$ cat config.mk
export PLATFORM = sky130hd
export DESIGN_NAME = crc_par_lfsr
export DESIGN_NICKNAME = d
export VERILOG_FILES = /design/src/rtl/crc_par_lfsr.sv
export SDC_FILE = /design/constraint.sdc
export NUM_CORES = 1
export LEC_CHECK = 0
export CORE_MARGIN = 5
export CORE_UTILIZATION = 53
export CTS_CLUSTER_DIAMETER = 30
export DETAILED_ROUTE_END_ITERATION = 10
export PLACE_DENSITY = 0.79
export SKIP_LAST_GASP = 1
export SLEW_MARGIN = 5
export SYNTH_ARGS = -nofsm -noshare
export SYNTH_HDL_FRONTEND = slang
export SYNTH_SLANG_ARGS = --single-unit
export TNS_END_PERCENT = 30
$ cat constraint.sdc
create_clock -name clk -period 2.6 [get_ports clk]
set_input_delay 0.52 -clock clk [delete_from_list [all_inputs] [get_ports clk]]
set_output_delay 0.52 -clock clk [all_outputs]
set_load 0.02 [all_outputs]
$ cat src/rtl/crc_par_lfsr.sv
`default_nettype none
// ============================================================================
// Module     : crc_par_lfsr
// Description: Unfolded CRC generator taking PAR message bits per cycle over a
//              valid/ready stream; direct LFSR or augmented long division.
// Revision   : 1.0 - initial release
// ============================================================================
module crc_par_lfsr #(
    parameter int               CRC_W   = 8,
    parameter logic [CRC_W-1:0] POLY    = 8'h07,
    parameter logic [CRC_W-1:0] INIT    = 8'h00,
    parameter int               PAR     = 2,
    parameter int               AUGMENT = 0,
    parameter int               LEN_W   = 16
) (
    input  logic             clk,
    input  logic             reset,
    input  logic             start,
    input  logic [LEN_W-1:0] msg_len,
    input  logic             in_valid,
    output logic             in_ready,
    input  logic [PAR-1:0]   in_data,
    output logic             busy,
    output logic             crc_valid,
    output logic [CRC_W-1:0] crc_out,
    output logic             len_err
);

    localparam int FLUSH_CYC = CRC_W / PAR;
    localparam int FC_W      = $clog2(FLUSH_CYC + 1);

    typedef enum logic [1:0] {
        S_IDLE  = 2'd0,
        S_RUN   = 2'd1,
        S_FLUSH = 2'd2,
        S_DONE  = 2'd3
    } state_t;

    state_t           r_state;
    state_t           w_state_d;
    logic [CRC_W-1:0] r_crc;
    logic [CRC_W-1:0] w_crc_d;
    logic [CRC_W-1:0] w_step;
    logic [LEN_W-1:0] r_cnt;
    logic [LEN_W-1:0] w_cnt_d;
    logic [FC_W-1:0]  r_flush_cnt;
    logic [FC_W-1:0]  w_flush_d;
    logic             r_len_err;
    logic             w_len_err_d;
    logic             w_len_bad;
    logic [PAR-1:0]   w_bits;
    logic             w_fb;

    assign w_len_bad = (msg_len % LEN_W'(PAR)) != '0;

    // PAR single-bit LFSR steps unrolled; in_data[PAR-1] is shifted in first.
    // During FLUSH the augmented divider consumes zeros instead of data.
    always_comb begin
        w_bits = (r_state == S_FLUSH) ? '0 : in_data;
        w_step = r_crc;
        w_fb   = 1'b0;
        for (int i = 0; i < PAR; i++) begin
            if (AUGMENT != 0) begin
                w_fb   = w_step[CRC_W-1];
                w_step = {w_step[CRC_W-2:0], w_bits[PAR-1-i]} ^ (w_fb ? POLY : '0);
            end else begin
                w_fb   = w_step[CRC_W-1] ^ w_bits[PAR-1-i];
                w_step = {w_step[CRC_W-2:0], 1'b0} ^ (w_fb ? POLY : '0);
            end
        end
    end

    always_comb begin
        w_state_d   = r_state;
        w_crc_d     = r_crc;
        w_cnt_d     = r_cnt;
        w_flush_d   = r_flush_cnt;
        w_len_err_d = r_len_err;
        case (r_state)
            S_IDLE: begin
                if (start) begin
                    w_crc_d     = INIT;
                    w_cnt_d     = msg_len;
                    w_len_err_d = w_len_bad;
                    w_state_d   = (w_len_bad || msg_len == '0) ? S_DONE : S_RUN;
                end
            end
            S_RUN: begin
                if (in_valid) begin
                    w_crc_d = w_step;
                    w_cnt_d = r_cnt - LEN_W'(PAR);
                    if (r_cnt <= LEN_W'(PAR)) begin
                        if (AUGMENT != 0) begin
                            w_state_d = S_FLUSH;
                            w_flush_d = FC_W'(FLUSH_CYC);
                        end else begin
                            w_state_d = S_DONE;
                        end
                    end
                end
            end
            S_FLUSH: begin
                w_crc_d   = w_step;
                w_flush_d = r_flush_cnt - FC_W'(1);
                if (r_flush_cnt == FC_W'(1)) begin
                    w_state_d = S_DONE;
                end
            end
            S_DONE: begin
                w_state_d = S_IDLE;
            end
            default: begin
                w_state_d = S_IDLE;
            end
        endcase
    end

    // crc_out is captured on the edge entering DONE so it is already valid
    // while crc_valid is high.
    always_ff @(posedge clk or negedge reset) begin
        if (!reset) begin
            r_state     <= S_IDLE;
            r_crc       <= INIT;
            r_cnt       <= '0;
            r_flush_cnt <= '0;
            r_len_err   <= 1'b0;
            crc_out     <= '0;
        end else begin
            r_state     <= w_state_d;
            r_crc       <= w_crc_d;
            r_cnt       <= w_cnt_d;
            r_flush_cnt <= w_flush_d;
            r_len_err   <= w_len_err_d;
            if (w_state_d == S_DONE) begin
                crc_out <= w_crc_d;
            end
        end
    end

    assign in_ready  = (r_state == S_RUN);
    assign busy      = (r_state == S_RUN) || (r_state == S_FLUSH);
    assign crc_valid = (r_state == S_DONE);
    assign len_err   = r_len_err;

endmodule
`default_nettype wire

# Word-level counts from Yosys, hierarchy flattened

Cells that the tools add are included.

Add/subtract/negate cells: 2
Order comparisons: 1
Equal/unequal tests: 7
Multiplexer cells: 15
Bitwise operators: 4
Reductions and logical operators: 7

Operator list:

| cell                                                             | count |
|---|---|
| two-way mux 16 bit                                               | 2 |
| one-hot mux 16 bit (2 select lines)                              | 1 |
| one-hot mux 8 bit (3 select lines)                               | 1 |
| less-or-equal comparator 16 x 2 -> 1 bit (second input constant) | 1 |
| logical NOT 16 bit                                               | 1 |
| two-way mux 8 bit                                                | 2 |
| subtractor 16 x 2 -> 16 bit (second input constant)              | 1 |
| XOR 8 x 3 -> 8 bit                                               | 2 |
| two-way mux 2 bit                                                | 6 |
| one-hot mux 2 bit (4 select lines)                               | 1 |
| == test 2 bit (second input constant)                            | 3 |
| two-way mux 3 bit                                                | 2 |
| inequality test 2 bit (second input constant)                    | 2 |
| == test 3 x 1 -> 1 bit (second input constant)                   | 1 |
| AND reduction 3 bit                                              | 1 |
| subtractor 3 x 1 -> 3 bit (second input constant)                | 1 |
| == test 2 x 1 -> 1 bit (second input constant)                   | 1 |
| logical NOT 2 bit                                                | 1 |
| logical OR 1 bit                                                 | 2 |
| AND reduction 2 bit                                              | 1 |
| nonzero test 2 bit                                               | 1 |
| XOR 1 bit                                                        | 2 |

Register bits: 38
Input bits: 22
Logic and storage cells: 42

# Longest topological paths before layout

Gate-level depths: netlist (run 1).

Depth in word-level cells: 10
Mapped depth: 9

# Least setup slack after synthesis (run 1)

OpenSTA, ideal clock, no wires.

Kind: register to register
From: register r_state[1]
To: register r_cnt[1]
Setup time: 128 ps
Data arrival time: 1956 ps
Required time: 2472 ps
Setup slack: 516 ps
Stages on the path, launching flop included: 10
Path buffers: 2
Clock period less this slack: 2084 ps
Cells stage by stage: dfrtp_1 > inv_1 > ha_1 > nor2b_1 > nor3_1 > clkbuf_1 > clkbuf_1 > o21ai_0 > nand2_1 > o21ai_0

Word-level cells in the longest chain between the ends: 3

Ends and longest elaborated chain:

| element                                                                      | line | source |
|---|---|---|
| from (decl)                                                                  | 39   | `state_t r_state;` |
| from (signal assigned)                                                       | 129  | `r_state <= w_state_d;` |
| == test 2 x 1 -> 1 bit (*)                                                   | -    |  |
| named net in_ready                                                           | 21   | `output logic in_ready,` |
| inequality test 2 bit (no line) / nonzero test 2 bit (equally long branches) | -    |  |
| AND reduction 3 bit (no line)                                                | -    |  |
| to (signal assigned)                                                         | 131  | `r_cnt <= w_cnt_d;` |
| to (decl)                                                                    | 44   | `logic [LEN_W-1:0] r_cnt;` |

The timed path passes the listed nets; every way through them passes the cells marked *.
A chain may end at the register's enable or synchronous reset.

# Final worst setup path (run 1)

From: register r_state[1]
To: register crc_out[5]

Word-level cells in the longest chain between the ends: 4

Ends and longest elaborated chain:

| element                            | line | source |
|---|---|---|
| two-way mux 2 bit                  | 92   | `if (r_cnt <= LEN_W'(PAR)) begin` |
| two-way mux 2 bit                  | 89   | `if (in_valid) begin` |
| one-hot mux 2 bit (4 select lines) | 79   | `case (r_state)` |
| == test 2 bit                      | 134  | `if (w_state_d == S_DONE) begin` |
| to (signal assigned)               | 135  | `crc_out <= w_crc_d;` |
| to (decl)                          | 25   | `output logic [CRC_W-1:0] crc_out,` |

Several ways; a longest one is shown, not always the timed one.

==> results.json, run 1 <==
{
  "finalNonFillerCells": 292,
  "hold_path.class": "in2async",
  "clock_skew_ns": 0.00473,
  "synth_area_leaders": "dfrtp_1, ha_1, mux2i_1, mux2_2, o21ai_0",
  "fmaxAchievable_mhz": 422,
  "syn-num-nets": 235,
  "outcome": "finished, final reports clean",
  "clk_path_buf_depth": 2,
  "p_total_mw": 3.40,
  "clkLatencyLatePin_ns": 0.29,
  "vias_per_cell": 5.79,
  "yosysTopAreaCell": "dfrtp_1",
  "std_cell_rows": 22,
  "wire_per_inst_um": 15.0,
  "dieArea_um2": 5250,
  "cts_tree": "yes",
  "synthArstFlopShare_pct": 100,
  "synth_cell_types": 33,
  "crit_type": "reg2reg",
  "grt_max_degree": 39,
  "vias": 1691,
  "holdWs_ns": 0.333,
  "setup_viol": 0,
  "fin_nets": 272,
  "clock_sinks": 38,
  "coreArea_um2": 3720,
  "die_h_um": 72.5,
  "drive_above_1_share_pct": 13.1,
  "grt_pass1_wl_um": 7580,
  "rsz0062_at_grt": "false",
  "first_pass_iters": 4,
  "grtUsageTotal_pct": 18.2,
  "maxSlewViolCount": 0,
  "die_x_um": 72.5,
  "start_kind": "flip-flop",
  "min_period_over_period_pct": 91.0,
  "num_antenna_cells": 0,
  "initial_utilization_pct": 55.7,
  "hold_viol_final": 0,
  "drv_cap": 0,
  "cts_resized": 0,
  "drtAntennaViolNets": 0,
  "root_buffer": "clkbuf_8",
  "syn_area_um2": 2070,
  "area_growth_pct": 25.3,
  "cts-hold-fix-buffers": 0,
  "peakVddDrop_uv": 543,
  "hpwl_um": 3240,
  "gr-total-overflow": 0,
  "yosysWarnings": 0,
  "boundaryPins": 34,
  "grt_pass1_vias": 1650,
  "io_buffers": 33,
  "synth-edff-count": 0,
  "h-tree-depth": 2,
  "worstMarginPinSlew_ns": 0.843,
  "post_cts_buffers": 0,
  "drt_iter0_markers": 118,
  "gp_congestion": 0.797,
  "clk_pin_slew_ns": 0.07,
  "netlist_instances": 206,
  "drt-total-wl_um": 4380,
  "pre_cts_slack_ns": -0.0391,
  "final.setup.worst_slack_ns": 0.233,
  "placed_cells": 284,
  "layout_min_cycle_time_ns": 2.37,
  "ys_ff_latch": 38,
  "drc": 0,
  "setup.worst_path.end_class": "flip-flop",
  "crit_required_ns": 2.77,
  "numCtsBuffers": 5,
  "synth_top_flop_cell": "dfrtp_1",
  "p_leak_nw": 1.14,
  "yosysSeqAreaShare_pct": 45.9,
  "p_per_area_nw_per_um2": 1310,
  "antenna_found_initial": 0,
  "synth_area_per_cell_um2": 10.0,
  "relSlewSlack_pct": 43.8,
  "fin_tns_setup_ns": 0,
  "synth_top_area_share_pct": 45.9,
  "worstPathArrival_ns": 2.54,
  "nFillCells": 298,
  "worst-path-max-fanout": 8
}
-- cell type report --
| type | count | area (um2) | share of cell area, % |
|---|---|---|---|
| clock buffers | 5 | 68.8 | 2.65 |
| clock inverters | 3 | 40.0 | 1.54 |
| inverters | 8 | 30.0 | 1.16 |
| multi-input cells | 151 | 1060 | 40.9 |
| flip-flops and latches | 38 | 951 | 36.7 |
| well taps | 48 | 60.1 | 2.32 |
| repair buffers | 39 | 383 | 14.8 |
-- kinds of logic (layout without fill, tap and decap cells) --
group / Yosys count / after routing / synth area share, %
AOI/OAI and AO/OA: 52 / 52 / 16.3
muxes: 16 / 16 / 8.40
buffers and inverters: 17 / 55 / 3.08
and+or+nand+nor: 67 / 67 / 17.6
adders and majority gates: 7 / 7 / 4.23
DFF: 38 / 38 / 45.9
xor gates and xnor gates: 9 / 9 / 4.47
-- routing by layer --
metal  routed length [um]  track usage (%)  share of wire, %
met3                  232             3.46               5.3
met4                   61             4.92               1.4
met2                 2140             30.4                49
met5                    0                0                 0
met1                 1950             24.1                44
-- Yosys cell counts, types with 2 or more instances --
cell type and number:
ha_1 7, o22ai_1 10, mux2_2 7, a211oi_1 2
o21ai_0 15, clkbuf_1 9, nor2b_1 4, o221a_2 3
nand2_1 12, and3_1 4, or2_2 2, nand2b_1 3
inv_1 8, a21oi_1 12, dfrtp_1 38, mux2i_1 8
nand3_1 6, nor3_1 5, a22o_1 8, nand4_1 2
or3_1 5, nor4_1 6, xnor2_1 7, nor2_1 14
-- state kept, by name (all words and copies together) (netlist names) --
signal	flops
r_crc	8
r_flush_cnt	3
len_err	1
r_cnt	16
r_state	2
crc_out	8
-- cell usage in the layout (no fill, tap or decap), types with 2 or more instances in the layout --
cell type	count
dfrtp_1	38
nor4_1	6
o221a_2	3
ha_1	7
nor2_1	14
and3_1	4
nand3_1	6
or3_1	5
o22ai_1	10
mux2i_1	8
a211oi_1	2
buf_4	5
xnor2_1	7
inv_1	8
clkdlybuf4s50_1	32
or2_2	2
nor2b_1	4
nand2b_1	3
mux2_2	7
clkinv_2	2
nor3_1	4
o21ai_0	15
nand4_1	2
nand2_1	12
clkbuf_8	5
a22o_1	8
a21oi_1	12
-- metrics by stage --
step | area [um2] | util [%]
2_1_floorplan | 2070 | -
3_3_place_gp | 2480 | 66.8
3_5_place_dp | 2480 | 66.8
4_1_cts | 2590 | 69.8
5_1_grt | 2590 | 69.8
6_report | 2590 | 69.8
-- worst paths after layout --
| check | startpoint | slack (ns) | cells past startpoint | endpoint |
|---|---|---|---|---|
| hold reg to reg | r_flush_cnt[2]$_DFFE_PN0P_ | 0.47 | 1 | r_flush_cnt[2]$_DFFE_PN0P_ |
| min in group clk | r_flush_cnt[2]$_DFFE_PN0P_ | 0.47 | 1 | r_flush_cnt[2]$_DFFE_PN0P_ |
| setup reg to reg | r_state[1]$_DFF_PN0_ | 0.23 | 6 | crc_out[5]$_DFFE_PN0N_ |
| setup / recovery | r_state[1]$_DFF_PN0_ | 0.23 | 6 | crc_out[5]$_DFFE_PN0N_ |
| hold / removal | reset | 0.33 | 1 | r_flush_cnt[1]$_DFFE_PN0P_ |
| max in group asynchronous | reset | 1.74 | 1 | crc_out[6]$_DFFE_PN0N_ |
-- critical path: stages (launching register included) --
cell and delay, ns:
dfrtp_1 0.43, inv_1 0.08, ha_1 0.27, a211oi_1 0.27, a21oi_1 0.11, o31ai_2 0.67
mux2_2 0.42
-- report_power, final --
group          switching (mW)  leakage [nW]  internal, mW
Sequential              0.253         0.477         0.863
Clock                   0.210        0.0579         0.282
Combinational           0.941         0.601         0.850
Note: power is estimated with default switching activity, not from simulation.
==> run 2: changes to the inputs <==
--- a/config.mk
+++ b/config.mk
@@ -5,11 +5,12 @@
 export SDC_FILE = /design/constraint.sdc
 export NUM_CORES = 1
 export LEC_CHECK = 0
+export ABC_AREA = 1
 export CORE_MARGIN = 5
-export CORE_UTILIZATION = 53
+export CORE_UTILIZATION = 54
 export CTS_CLUSTER_DIAMETER = 30
 export DETAILED_ROUTE_END_ITERATION = 10
-export PLACE_DENSITY = 0.79
+export PLACE_DENSITY = 0.8
 export SKIP_LAST_GASP = 1
 export SLEW_MARGIN = 5
 export SYNTH_ARGS = -nofsm -noshare
==> results.json, run 2 <==
{
  "setup_viol": 0,
  "fmaxAchievable_mhz": 432,
  "synthArstFlopShare_pct": 100,
  "drt_iter0_markers": 100,
  "antenna_found_initial": 0,
  "boundaryPins": 34,
  "worstMarginPinSlew_ns": 0.485,
  "cts_tree": "yes",
  "coreArea_um2": 4060,
  "gp_congestion": 0.928,
  "yosysSeqAreaShare_pct": 41.4,
  "synth_top_flop_cell": "dfrtp_1",
  "gr-total-overflow": 0,
  "dieArea_um2": 5650,
  "syn-num-nets": 312,
  "synth_most_common_cell": "nand2_1",
  "p_leak_nw": 1.29,
  "placed_cells": 364,
  "drive_above_1_share_pct": 13.7,
  "layout_min_cycle_time_ns": 2.31,
  "max_stage_delay_ns": 0.65,
  "first_pass_iters": 4,
  "vias": 2004,
  "relSlewSlack_pct": 67.7,
  "final_common_cell": "nand2_1",
  "clock_skew_ns": 0.00793,
  "hpwl_um": 3830,
  "fin_nets": 350,
  "crit_family": "buffers and inverters",
  "grt_pass1_vias": 1946,
  "ys_ff_latch": 38,
  "hold_path.class": "in2async",
  "r2r-start": "r_state[1]$_DFF_PN0_",
  "drc": 0,
  "rr_worst_depth": 9,
  "area_growth_pct": 21.6,
  "wire_per_inst_um": 13.8,
  "clk_pin_slew_ns": 0.08,
  "worstReg2RegEnd": "crc_out[0]$_DFFE_PN0N_",
  "outcome": "finished, final reports clean",
  "wl_met1_um": 2260,
  "path_cells": "inv_1, ha_1, clkdlybuf4s50_1",
  "syn_area_um2": 2290,
  "worstPathArrival_ns": 1.79,
  "layout_common_cells": "nand2_1, dfrtp_1, clkdlybuf4s50_1",
  "min_period_over_period_pct": 89.0,
  "netlist_instances": 283,
  "synth_area_per_cell_um2": 8.11,
  "drt-total-wl_um": 5150,
  "hold_viol_final": 0,
  "yosysWarnings": 0,
  "post_cts_buffers": 0,
  "placed_area_um2": 2680,
  "p_per_area_nw_per_um2": 1250,
  "vias_per_cell": 5.39,
  "initial_utilization_pct": 56.6,
  "root_buffer": "clkbuf_8",
  "largest_register": "r_cnt",
  "critPathSlowestCell": "clkdlybuf4s50_1",
  "clkLatencyLatePin_ns": 0.30,
  "grt_max_degree": 39,
  "die_x_um": 75.2,
  "drv_cap": 0,
  "clk_path_buf_depth": 2,
  "synth-edff-count": 0,
  "maxSlewViolCount": 0,
  "largestRegisters": "r_cnt x16, crc_out x8, r_crc x8",
  "yosysTopAreaCell": "dfrtp_1",
  "synth_cell_types": 39,
  "ys_top_cells_by_count": "nand2_1, dfrtp_1, inv_1",
  "synth_top_area_share_pct": 41.4,
  "drtAntennaViolNets": 0,
  "peakVddDrop_uv": 784,
  "dr.max_layer_used": "met4",
  "num_antenna_cells": 0,
  "numCtsBuffers": 5,
  "h-tree-depth": 2,
  "met2_length_um": 2520,
  "utilization_pct": 68.8,
  "worstPathBufferInverterCount": 2,
  "rsz0062_at_grt": "false",
  "grtUsageTotal_pct": 19.9,
  "stdcell_area_um2": 2790,
  "worst-path-max-fanout": 4,
  "rrSetupSlack_ns": 0.54,
  "start_kind": "flip-flop",
  "final.setup.worst_slack_ns": 0.286,
  "crit_required_ns": 2.08,
  "largest_reg_flops": 16,
  "setup.worst_path.end_class": "output pin",
  "synth_area_leaders": "dfrtp_1, nand2_1, inv_1, nand3_1, nor2_1",
  "pre_cts_slack_ns": 0.527,
  "cts_resized": 0,
  "fin_tns_setup_ns": 0,
  "cts-hold-fix-buffers": 0,
  "std_cell_rows": 23,
  "met3_length_um": 265,
  "io_buffers": 33,
  "finalNonFillerCells": 372,
  "nFillCells": 332,
  "die_h_um": 75.2,
  "crit_type": "reg2out",
  "clock_sinks": 38,
  "grt_pass1_wl_um": 8620
}
run 2: cell count changes in the layout (fill, tap and decap cells not counted), sizes merged, moves of 7 or more:
cell and change:
nand2 +52, nand3 +18, mux2 -8, o21ai +9, nor2 +20, inv +31, a22o -7, xor2 +7
mux2i -8
run 2: cells by family after synthesis:
family | synth area share [%]
AOI/OAI and AO/OA | 14.3
adders and majority gates | 3.82
and+or+nand+nor | 28.0
xor gates and xnor gates | 4.25
DFF | 41.4
buffers and inverters | 8.18
run 2: how the worst max path moves through the flow:
stage                         startpoint                      to  slack (ns)  cells past startpoint
floorplan           r_state[1]$_DFF_PN0_    r_cnt[3]$_DFFE_PN0P_        0.87                      8
global placement                in_valid  crc_out[1]$_DFFE_PN0N_        0.60                     12
detailed placement              in_valid   r_cnt[13]$_DFFE_PN0P_        0.53                      7
CTS                 r_state[1]$_DFF_PN0_                in_ready        0.28                      3
global route        r_state[1]$_DFF_PN0_                in_ready        0.19                      3
finish              r_state[1]$_DFF_PN0_                in_ready        0.29                      3
run 2: cell type report:
| cell class | instances | area (um2) | area share, % |
|---|---|---|---|
| Tap cell | 50 | 62.6 | 2.24 |
| Sequential cell | 38 | 951 | 34.1 |
| Clock inverter | 3 | 45.0 | 1.61 |
| Timing Repair Buffer | 37 | 355 | 12.7 |
| Clock buffer | 5 | 68.8 | 2.47 |
| Inverter | 40 | 151 | 5.43 |
| Multi-Input combinational cell | 199 | 1160 | 41.4 |
run 2: power breakdown:
group	internal [mW]	switching [mW]	total, mW	leakage [nW]
Clock	0.285	0.221	0.506	0.0504
Sequential	0.862	0.193	1.05	0.477
Combinational	0.736	1.20	1.94	0.764
Total	1.88	1.61	3.50	1.29
run 2: routing by layer:
metal / vias up / track usage, %
met5: - / 0
met4: 0 / 6.41
met3: 11 / 3.87
met2: 45 / 34.4
met1: 950 / 25.0
li1: 998 / -
run 2: per-stage QoR:
step	hold slack, ns	total power, mW
finish	0.266	3.50
global placement	0.457	2.93
global route	0.305	3.79
floorplan	0.224	2.48
detailed placement	0.457	2.99
CTS	0.288	3.52
==> run 3: changes to the inputs <==
--- a/config.mk
+++ b/config.mk
@@ -6,12 +6,12 @@
 export NUM_CORES = 1
 export LEC_CHECK = 0
 export ABC_AREA = 1
+export CORE_ASPECT_RATIO = 2
 export CORE_MARGIN = 5
 export CORE_UTILIZATION = 54
 export CTS_CLUSTER_DIAMETER = 30
 export DETAILED_ROUTE_END_ITERATION = 10
 export PLACE_DENSITY = 0.8
-export SKIP_LAST_GASP = 1
 export SLEW_MARGIN = 5
 export SYNTH_ARGS = -nofsm -noshare
 export SYNTH_HDL_FRONTEND = slang
==> results.json, run 3 (same netlist as run 2, synthesis figures left out) <==
{
  "outcome": "finished, final reports clean",
  "p_per_area_nw_per_um2": 1230,
  "largest_reg_flops": 16,
  "maxSlewViolCount": 0,
  "io_buffers": 33,
  "peakVddDrop_uv": 903,
  "fin_tns_setup_ns": 0,
  "setup_viol": 0,
  "p_total_mw": 3.39,
  "crit_family": "buffers and inverters",
  "r2r-start": "r_state[1]$_DFF_PN0_",
  "vias_per_cell": 5.44,
  "post_cts_buffers": 0,
  "worstMarginPinSlew_ns": 0.851,
  "die_x_um": 56.1,
  "clock_sinks": 38,
  "grt_pass1_vias": 2064,
  "std_cell_rows": 33,
  "coreArea_um2": 4130,
  "hold_viol_final": 0,
  "worst-path-max-fanout": 10,
  "rrSetupSlack_ns": 0.40,
  "cts_resized": 0,
  "worstPathBufferInverterCount": 2,
  "final_common_cell": "nand2_1",
  "holdWs_ns": 0.334,
  "clk_pin_slew_ns": 0.07,
  "crit_type": "reg2out",
  "clock_skew_ns": 0.00741,
  "drt-total-wl_um": 5410,
  "hold_path.class": "in2async",
  "path_cells": "inv_1, ha_1, clkdlybuf4s50_1",
  "max_stage_delay_ns": 0.69,
  "drt_iter0_markers": 58,
  "rsz0062_at_grt": "false",
  "layout_common_cells": "nand2_1, dfrtp_1, clkdlybuf4s50_1",
  "num_antenna_cells": 0,
  "drive_above_1_share_pct": 13.1,
  "setup.worst_path.end_class": "output pin",
  "vias": 2023,
  "drtAntennaViolNets": 0,
  "layout_min_cycle_time_ns": 2.42,
  "clkLatencyLatePin_ns": 0.29,
  "h-tree-depth": 2,
  "first_pass_iters": 4,
  "cts-hold-fix-buffers": 0,
  "largestRegisters": "r_cnt x16, crc_out x8, r_crc x8",
  "grt_pass1_wl_um": 9230,
  "drv_cap": 0,
  "root_buffer": "clkbuf_8",
  "gp_congestion": 0.846,
  "crit_required_ns": 2.08,
  "nFillCells": 371,
  "dieArea_um2": 5730,
  "drc": 0,
  "die_h_um": 102,
  "worstPathArrival_ns": 1.90,
  "area_growth_pct": 19.8,
  "utilization_pct": 66.6,
  "gr-total-overflow": 0,
  "boundaryPins": 34,
  "clk_path_buf_depth": 2,
  "initial_utilization_pct": 55.6,
  "numCtsBuffers": 5,
  "start_kind": "flip-flop",
  "relSlewSlack_pct": 43.3,
  "largest_register": "r_cnt",
  "grt_max_degree": 39,
  "fin_nets": 349,
  "fmaxAchievable_mhz": 413,
  "critPathSlowestCell": "clkdlybuf4s50_1",
  "antenna_found_initial": 0,
  "hpwl_um": 4260,
  "p_leak_nw": 1.28,
  "min_period_over_period_pct": 93.1,
  "grtUsageTotal_pct": 20.5,
  "wire_per_inst_um": 14.5,
  "crit_path_start": "r_state[1]$_DFF_PN0_",
  "cts_tree": "yes"
}
## run 3: final timing paths
check                                    endpoint  cells after the start
setup / recovery                         in_ready                      3
hold / removal              r_cnt[12]$_DFFE_PN0P_                      1
setup reg to reg             r_cnt[9]$_DFFE_PN0P_                     10
hold reg to reg            crc_out[3]$_DFFE_PN0N_                      2
max in group asynchronous  crc_out[3]$_DFFE_PN0N_                      1
min in group clk           crc_out[3]$_DFFE_PN0N_                      2
## run 3: cell type report
cell class | instances | area (um2) | area share, %
clock buffers | 5 | 68.8 | 2.50
flip-flops and latches | 38 | 951 | 34.6
repair buffers | 36 | 348 | 12.6
well taps | 52 | 65.1 | 2.37
inverters | 40 | 151 | 5.50
clock inverters | 2 | 10.0 | 0.364
multi-input cells | 199 | 1160 | 42.0
## run 3: per-stage QoR
step | std cells | cell area, um2 | setup slack, ns
floorplan | 283 | 2290 | 0.869
global placement | 365 | 2670 | 0.497
detailed placement | 365 | 2670 | 0.428
CTS | 372 | 2750 | 0.173
global route | 372 | 2750 | 0.0746
finish | 372 | 2750 | 0.179
## run 3: power breakdown
group	internal, mW	switching (mW)
clock	0.180	0.196
sequential	0.863	0.199
combinational	0.736	1.21
total	1.78	1.61
## run 3: worst register-to-register path, cell delays in order, from the launching register on
cell      delay (ns)
dfrtp_1         0.42
inv_1           0.11
ha_1            0.40
clkinv_2        0.29
nor2_4          0.24
nor3_4          0.06
buf_4           0.18
inv_2           0.14
nor2_1          0.06
a22oi_1         0.15
inv_1           0.05
## run 3: per-layer routing
| metal | vias to the layer above | global-route usage (%) | wire [um] |
|---|---|---|---|
| li1 | 991 | - | - |
| met1 | 961 | 21.2 | 1950 |
| met2 | 52 | 38.6 | 3070 |
| met3 | 19 | 4.42 | 191 |
| met4 | 0 | 9.69 | 197 |
| met5 | - | 0 | 0 |
